--- config.mk ---
export PLATFORM = sky130hd
export DESIGN_NAME = uart_tx_sched
export DESIGN_NICKNAME = d
export VERILOG_FILES = /design/src/rtl/uart_tx_sched.sv
export SDC_FILE = /design/constraint.sdc
export NUM_CORES = 1
export LEC_CHECK = 0
export CAP_MARGIN = 25
export CORE_MARGIN = 4
export CORE_UTILIZATION = 46
export DETAILED_ROUTE_END_ITERATION = 7
export PLACE_DENSITY = 0.76
export SYNTH_ARGS = -nofsm -noshare
export SYNTH_HDL_FRONTEND = slang
export SYNTH_SLANG_ARGS = --single-unit
--- constraint.sdc ---
create_clock -name clk -period 2.32 [get_ports clk]
set_clock_uncertainty 0.2 [all_clocks]
set_input_delay 0.232 -clock clk [delete_from_list [all_inputs] [get_ports clk]]
set_output_delay 0.232 -clock clk [all_outputs]
set_load 0.005 [all_outputs]
--- src/rtl/uart_tx_sched.sv ---
// Frame scheduler for the shared UART transmitter: four-way byte arbitration, baud-rate
// bit enables and an idle gap after each frame. Define UART_SCHED_STRICT0_EN for fixed priority.
module uart_tx_sched #(
   parameter int BAUD_DIV   = 16,
   parameter int FRAME_BITS = 11,
   parameter int GAP_BITS   = 1
) (
   input  logic        clk,
   input  logic        reset,
   input  logic [3:0]  req_valid,
   input  logic [31:0] req_data,
   output logic [3:0]  req_ready,
   output logic        tx_go,
   output logic [7:0]  tx_data,
   output logic        bit_en,
   output logic        busy,
   output logic [1:0]  grant_id,
   output logic        frame_done
);

   typedef enum logic [1:0] {IDLE, SEND, GAP} state_t;

   localparam logic [15:0] BAUD_LAST  = 16'(BAUD_DIV - 1);
   localparam logic [3:0]  FRAME_LAST = 4'(FRAME_BITS - 1);
   localparam logic [3:0]  GAP_LAST   = 4'(GAP_BITS - 1);

   state_t      state_q, state_d;
   logic [15:0] baud_q, baud_d;
   logic [3:0]  bit_q, bit_d;
   logic [7:0]  tx_data_q, tx_data_d;
   logic [1:0]  grant_q, grant_d;
   logic [3:0]  ready_q, ready_d;
   logic        go_q, go_d;
   logic        bit_en_q, bit_en_d;
   logic        busy_q, busy_d;
   logic        done_q, done_d;

   logic [1:0]  win;
   logic [3:0]  win_oh;

`ifdef UART_SCHED_STRICT0_EN
   always_comb begin
      win = 2'd0;
      for (int i = 3; i >= 0; i--) begin
         if (req_valid[i]) win = 2'(i);
      end
   end
`else
   logic [1:0] ptr_q, ptr_d;
   logic [1:0] rr_idx;

   // Scan downward so the nearest requester after the pointer is the last (winning) assignment.
   always_comb begin
      win    = ptr_q;
      rr_idx = ptr_q;
      for (int k = 4; k >= 1; k--) begin
         rr_idx = ptr_q + 2'(k);
         if (req_valid[rr_idx]) win = rr_idx;
      end
   end

   always_comb begin
      ptr_d = ptr_q;
      if (state_q == IDLE && (|req_valid)) ptr_d = win;
   end

   always_ff @(posedge clk or posedge reset) begin
      if (reset) ptr_q <= 2'd3;
      else       ptr_q <= ptr_d;
   end
`endif

   generate
      for (genvar gi = 0; gi < 4; gi++) begin : g_onehot
         assign win_oh[gi] = (win == 2'(gi));
      end
   endgenerate

   always_comb begin
      state_d   = state_q;
      baud_d    = baud_q;
      bit_d     = bit_q;
      tx_data_d = tx_data_q;
      grant_d   = grant_q;
      ready_d   = 4'd0;
      go_d      = 1'b0;
      bit_en_d  = 1'b0;
      done_d    = 1'b0;
      case (state_q)
         IDLE: begin
            if (|req_valid) begin
               state_d   = SEND;
               baud_d    = 16'd0;
               bit_d     = 4'd0;
               tx_data_d = req_data[{win, 3'b000} +: 8];
               grant_d   = win;
               ready_d   = win_oh;
               go_d      = 1'b1;
               bit_en_d  = 1'b1;
            end
         end
         SEND: begin
            if (baud_q == BAUD_LAST) begin
               baud_d = 16'd0;
               if (bit_q == FRAME_LAST) begin
                  bit_d   = 4'd0;
                  state_d = (GAP_BITS == 0) ? IDLE : GAP;
               end else begin
                  bit_d    = bit_q + 4'd1;
                  bit_en_d = 1'b1;
               end
            end else begin
               baud_d = baud_q + 16'd1;
               // Registered output: flag the cycle before the final stop-bit cycle.
               done_d = (baud_d == BAUD_LAST) && (bit_q == FRAME_LAST);
            end
         end
         GAP: begin
            if (baud_q == BAUD_LAST) begin
               baud_d = 16'd0;
               if (bit_q == GAP_LAST) begin
                  bit_d   = 4'd0;
                  state_d = IDLE;
               end else begin
                  bit_d = bit_q + 4'd1;
               end
            end else begin
               baud_d = baud_q + 16'd1;
            end
         end
         default: state_d = IDLE;
      endcase
      busy_d = (state_d != IDLE);
   end

   always_ff @(posedge clk or posedge reset) begin
      if (reset) begin
         state_q   <= IDLE;
         baud_q    <= 16'd0;
         bit_q     <= 4'd0;
         tx_data_q <= 8'd0;
         grant_q   <= 2'd0;
         ready_q   <= 4'd0;
         go_q      <= 1'b0;
         bit_en_q  <= 1'b0;
         busy_q    <= 1'b0;
         done_q    <= 1'b0;
      end else begin
         state_q   <= state_d;
         baud_q    <= baud_d;
         bit_q     <= bit_d;
         tx_data_q <= tx_data_d;
         grant_q   <= grant_d;
         ready_q   <= ready_d;
         go_q      <= go_d;
         bit_en_q  <= bit_en_d;
         busy_q    <= busy_d;
         done_q    <= done_d;
      end
   end

   assign req_ready  = ready_q;
   assign tx_go      = go_q;
   assign tx_data    = tx_data_q;
   assign bit_en     = bit_en_q;
   assign busy       = busy_q;
   assign grant_id   = grant_q;
   assign frame_done = done_q;

endmodule

### Yosys cells after proc, flatten, opt, wreduce, memory -nomap -nowiden

Cells that the tools add are included.

* mux-type cells: 33
* $add $sub $neg: 5
* reduce and logical (&&, ||, !) cells: 13
* equality and inequality tests: 11
* order comparisons: 3
* $mul: 0
* shift operators: 1
* bitwise gates (word level): 0
* div/mod/pow operators: 0

Operators with widths (number)
* 16-bit by 4-bit == test with 1-bit output (second input constant): 2
* 16-bit two-way mux: 2
* 16-bit one-hot mux with 2 select lines: 1
* 32-bit by 6-bit variable part select with 8-bit output: 1
* 4-bit two-way mux: 7
* 16-bit by 1-bit adder with 16-bit output (second input constant): 1
* 2-bit two-way mux: 8
* 4-bit one-hot mux with 3 select lines: 1
* 2-bit by 3-bit less-than comparator with 1-bit output (second input constant): 3
* 1-bit two-way mux: 9
* 1-bit binary-select mux with 2-bit select: 3
* 2-bit == test (second input constant): 3
* 2-bit one-hot mux with 3 select lines: 1
* 2-bit adder (second input constant): 2
* 4-bit by 1-bit adder with 4-bit output (second input constant): 1
* 2-bit by 1-bit == test with 1-bit output (second input constant): 2
* 4-bit == test (second input constant): 1
* 2-bit logical NOT: 2
* 4-bit logical NOT: 1
* 2-bit != test (second input constant): 2
* 2-bit AND reduction: 2
* 4-bit AND reduction: 1
* 2-bit nonzero test: 2
* 4-bit OR reduction: 1
* other kinds (6): 7

* output and inout port bits: 18
* memories: 0
* register bits: 42
* ROM bits: 0
* bits in latches: 0
* memory bits (writable): 0
* bits of input ports: 38
* word-level logic and storage cells: 77

### Longest topological paths before layout

* word-level depth: 9
* depth in mapped cells: 9
* gate-level depth less buffers: 7

### Worst setup path before layout

No wires, ideal clock.

* kind: reg-to-reg
* start point: reg baud_q[0]
* end point: reg baud_q[7]
* required time: 2038 ps
* stages on the path, launching flop included: 10
* data arrival time: 1875 ps
* clock period less this slack: 2157 ps
* setup time: 82 ps
* path buffers: 3
* slack: 163 ps
* path through: dfrtp_1 -> ha_1 -> buf_2 -> and4b_4 -> and4_1 -> buf_2 -> nor3_4 -> buf_4 -> nand2_1 -> a31oi_1

* word-level cells in the longest chain between the ends: 3
* elaborated cells between the ends (all ways): 4
* classes of those cells: add/sub: 1; eq/ne: 1; mux: 2

RTL lines
* start: declaration: RTL line 28 `logic [15:0] baud_q, baud_d;`
* start signal: assignment: RTL line 150 `baud_q <= baud_d;`
* 16-bit by 1-bit adder with 16-bit output / 16-bit by 4-bit == test with 1-bit output (equally long branches)
* 16-bit two-way mux (*): RTL line 103, 119
* 16-bit one-hot mux with 2 select lines (*): RTL line 89 `case (state_q)`

Every way passes the cells marked *; elsewhere a longest branch is shown, timed or not.
A chain may end at the register's enable or synchronous reset.

### Worst setup path after layout

* start point: reg bit_q[0]
* end point: reg busy_q (netlist: busy)

* word-level cells in the longest chain between the ends: 5
* elaborated cells between the ends (all ways): 8
* classes of those cells: eq/ne: 1; mux: 5; reduce/logical: 2

RTL lines
* start: declaration: RTL line 29 `logic [3:0] bit_q, bit_d;`
* start signal: assignment: RTL line 151 `bit_q <= bit_d;`
* 4-bit == test / 4-bit logical NOT (equally long branches): RTL line 105, 121
* 2-bit two-way mux (on tied branches): RTL line 105, 121
* 2-bit two-way mux (on tied branches): RTL line 103, 119
* 2-bit one-hot mux with 3 select lines (*): RTL line 89
* via state_d[1]: RTL line 27 `state_t state_q, state_d;`
* 2-bit nonzero test (*): RTL line 133 `busy_d = (state_d != IDLE);`
* via busy_d: RTL line 35 `logic busy_q, busy_d;`
* end signal: assignment: RTL line 157 `busy_q <= busy_d;`
* end: declaration: RTL line 35

The timed path passes the listed nets; every way through them passes the cells marked *.

==> impl_metrics.tcl <==
set metrics [dict create \
    status "finished clean" \
    synth_top_cell_by_area "dfrtp_1" \
    p_int_w 0.00103 \
    clk_path_buf_depth 2 \
    cp_max_fo 5 \
    worstMarginPinSlew_ns 0.497 \
    drt_pass1_iterations 5 \
    grt_use_met3 0.0346 \
    synth-simple-area-share 0.230 \
    switching_share 0.241 \
    place_area_mm2 0.00339 \
    period_needed_ns 2.14 \
    reg2reg_from "bit_q[0]$_DFFE_PP0P_" \
    p_leak_nw 1.62 \
    power_density_mw_per_mm2 388 \
    drive_gt1_frac 0.130 \
    hold_viol_final 0 \
    yosysWarnings 0 \
    globalRouteTotalUtil 0.198 \
    seq_power_share 0.540 \
    chipWidth_um 83.5 \
    grt_use_met2 0.329 \
    startpoint "bit_q[0]$_DFFE_PP0P_" \
    grt_max_degree 43 \
    worst_skew_pair.late_latency_ns 0.30 \
    finalWirelength_um 6630 \
    crit_family "simple AND/OR/NAND/NOR gates" \
    reg2reg_slack_ns 0.18 \
    p_sw_w 0.000326 \
    ir_drop_mv 0.284 \
    fin_nets 400 \
    synth_xor_area_frac 0.0134 \
    drtAntennaViolNets 0 \
    core_mm2 0.00551 \
    p_total_w 0.00135 \
    critPathCaptureType "register" \
    worstPathArrival_ns 2.14 \
    relSlewSlack 0.666 \
    p_comb_frac 0.093 \
    met1_usage 0.263 \
    cts_root_buf "clkbuf_8" \
    area_delta_synth_final_pct 33.0 \
    r2r-end "busy$_DFF_PP0_" \
    grt_busiest_layer "met2" \
    clkSlewWorstSetupHoldPaths_ns 0.09 \
    worst-path-buf-inv 1 \
    n_antenna_cell 0 \
    pin_count 56 \
    grt_pass1_wl_um 11300 \
    place_congestion 0.864 \
    antenna_found_initial 0 \
    syn_area_per_cell_um2 9.21 \
    slew_viol_final 0 \
    synthCells 285 \
    yosysTopAreaCellShare 0.381 \
    ys_ff_latch 42 \
    numCtsBuffers 5 \
    synth.area.mux_share 0.0691 \
    rows 27 \
    timing.final.crit_share 0.925 \
    vias_per_cell 5.65 \
    n_fill_cell 445 \
    ys.flop_type "dfrtp_1" \
    start_kind "register" \
    cap_violations 0 \
    dpl.hpwl_um 5120 \
    dp_cells 418 \
    yosysUniqueCellTypes 59 \
    fmax_mhz 466 \
    vias 2405 \
    fin_cells 426 \
    yosys-top-cells-area "dfrtp_1 (38%), mux2i_1 (6.5%), ha_1 (4.3%)" \
    drcViolationCount 0 \
    synthAdderAreaFrac 0.0429 \
    crit_required_ns 2.31 \
    start_util 0.476 \
    hold_path_class "in -> async" \
    wl_per_cell_um 15.6 \
    port-buffer-count 55 \
    drtIter0Drc 211 \
    timing_worst_setup_path_type "reg -> reg" \
    overflow 0 \
    synth_edf_count 0 \
    yosysSeqAreaShare 0.402 \
    async_flop_share 1.00 \
    synth_top_family_by_area "simple AND/OR/NAND/NOR gates" \
    syn_nets 332 \
    cp_cell_sequence "inv_1 > ha_1 > or3b_2 > a221o_1 > nand2_1 > a31oi_1 > or2_1" \
    first_global_vias 2321 \
    postLayoutCellArea_mm2 0.00349 \
    clockPowerShare 0.367 \
    cts_hold_buf 0 \
    cpMaxStageDelayCell "or3b_2" \
    r2r_cells 7 \
    cts.sinks 42 \
    finalSetupViolCount 0 \
    dieHeight_um 83.5 \
    synth-compound-area-share 0.190 \
    die-area_mm2 0.00698 \
    worst_path_largest_cell_delay_ns 0.47 \
    cts_tree "yes" \
    rsz0062_at_grt "no" \
    synthesis.area_mm2 0.00262 \
    htree_levels 2 \
]
worst max-delay path by stage:
stage | end | depth (start not counted) | slack [ns]
after global placement | tx_data[3]$_DFFE_PP0P_ | 6 | 0.05
after CTS | bit_q[3]$_DFFE_PP0P_ | 6 | 0.13
after global routing | bit_q[3]$_DFFE_PP0P_ | 6 | 0.01
after floorplan | baud_q[7]$_DFFE_PP0P_ | 9 | 0.16
final | busy$_DFF_PP0_ | 7 | 0.18
after detailed placement | tx_data[5]$_DFFE_PP0P_ | 6 | -0.09
cell type report:
type / instances / area, µm² / area share
Inverter: 15 / 56.3 / 0.0161
Tap cell: 72 / 90.1 / 0.0258
Clock inverter: 3 / 25.0 / 0.00717
Timing Repair Buffer: 77 / 753 / 0.216
Multi-Input combinational cell: 212 / 1440 / 0.413
Sequential cell: 42 / 1050 / 0.302
Clock buffer: 5 / 68.8 / 0.0197
through the flow:
stage / hold slack, ns / util / worst slack, ns / setup TNS [ns]
finish: 0.0690 / 0.633 / 0.175 / 0
CTS: 0.0784 / 0.632 / 0.126 / 0
floorplan: 0.259 / - / 0.164 / 0
detailed placement: 0.272 / 0.615 / -0.0936 / -0.592
global route: 0.104 / 0.633 / 0.00984 / 0
global placement: 0.259 / 0.615 / 0.0481 / 0
per-layer routing:
layer	wire (µm)	up-vias
met2	3280	51
met4	108	0
met3	236	8
met1	3010	1168
met5	0	-
li1	-	1178
tightest hold or removal path, stage by stage:
cell and delay [ns]:
clkdlybuf4s50_1 0.41, clkinv_1 0.08, buf_12 0.23
repair_timing:
item | CTS | global route
gates resized for setup | 0 | 3
endpoints found under the setup margin | 0 | 1
setup buffers | 0 | 0
synth_stat cells, types with 6 or more instances:
library cell,n
ha_1,9
nand4_1,6
nand2_1,29
nand3_1,9
a31oi_1,9
nor2_1,15
o221ai_1,8
o21ai_0,14
inv_1,15
dfrtp_1,40
mux2i_1,17
and3_1,8
nor3_1,8
nand2b_1,7
buf_2,9
a21oi_1,15
registers in the layout, summed over array words and instances (netlist names):
signal	cells
baud_q	16
bit_en	1
bit_q	4
busy	1
frame_done	1
grant_id	2
ptr_q	2
req_ready	4
state_q	2
tx_data	8
tx_go	1
cell families after synthesis:
logic type | after synthesis
adders and majority gates | 9
xor gates and xnor gates | 4
AOI/OAI and AO/OA | 74
muxes | 18
DFF | 42
buffers and inverters | 31
and+or+nand+nor | 107
power by group through the flow:
stage               sequential [W]  clock [W]  combinational [W]
floorplan                 0.000746          0          0.0000426
global placement          0.000746          0           0.000126
detailed placement        0.000746          0           0.000128
CTS                       0.000731   0.000510           0.000129
global route              0.000732   0.000542           0.000137
finish                    0.000731   0.000497           0.000126
cells in the final DEF, fill, tap and decap left out, types with 3 or more instances in the layout:
cell              n
ha_1              9
buf_12            3
nand3_1           9
and2_1            5
and3_1            8
mux2i_1          17
dfrtp_1          40
or3_1             4
nand2b_1          7
nor2_1           15
a21o_1            5
clkdlybuf4s50_1  55
inv_1            14
a31oi_1           9
o21ai_1           3
nand2_1          29
nor3_1            7
a21oi_1          14
o221ai_1          8
xnor2_1           3
nand4_1           6
clkbuf_8          5
buf_4            19
o21ai_0          13
No activity file was read; power rests on OpenSTA's default activity.
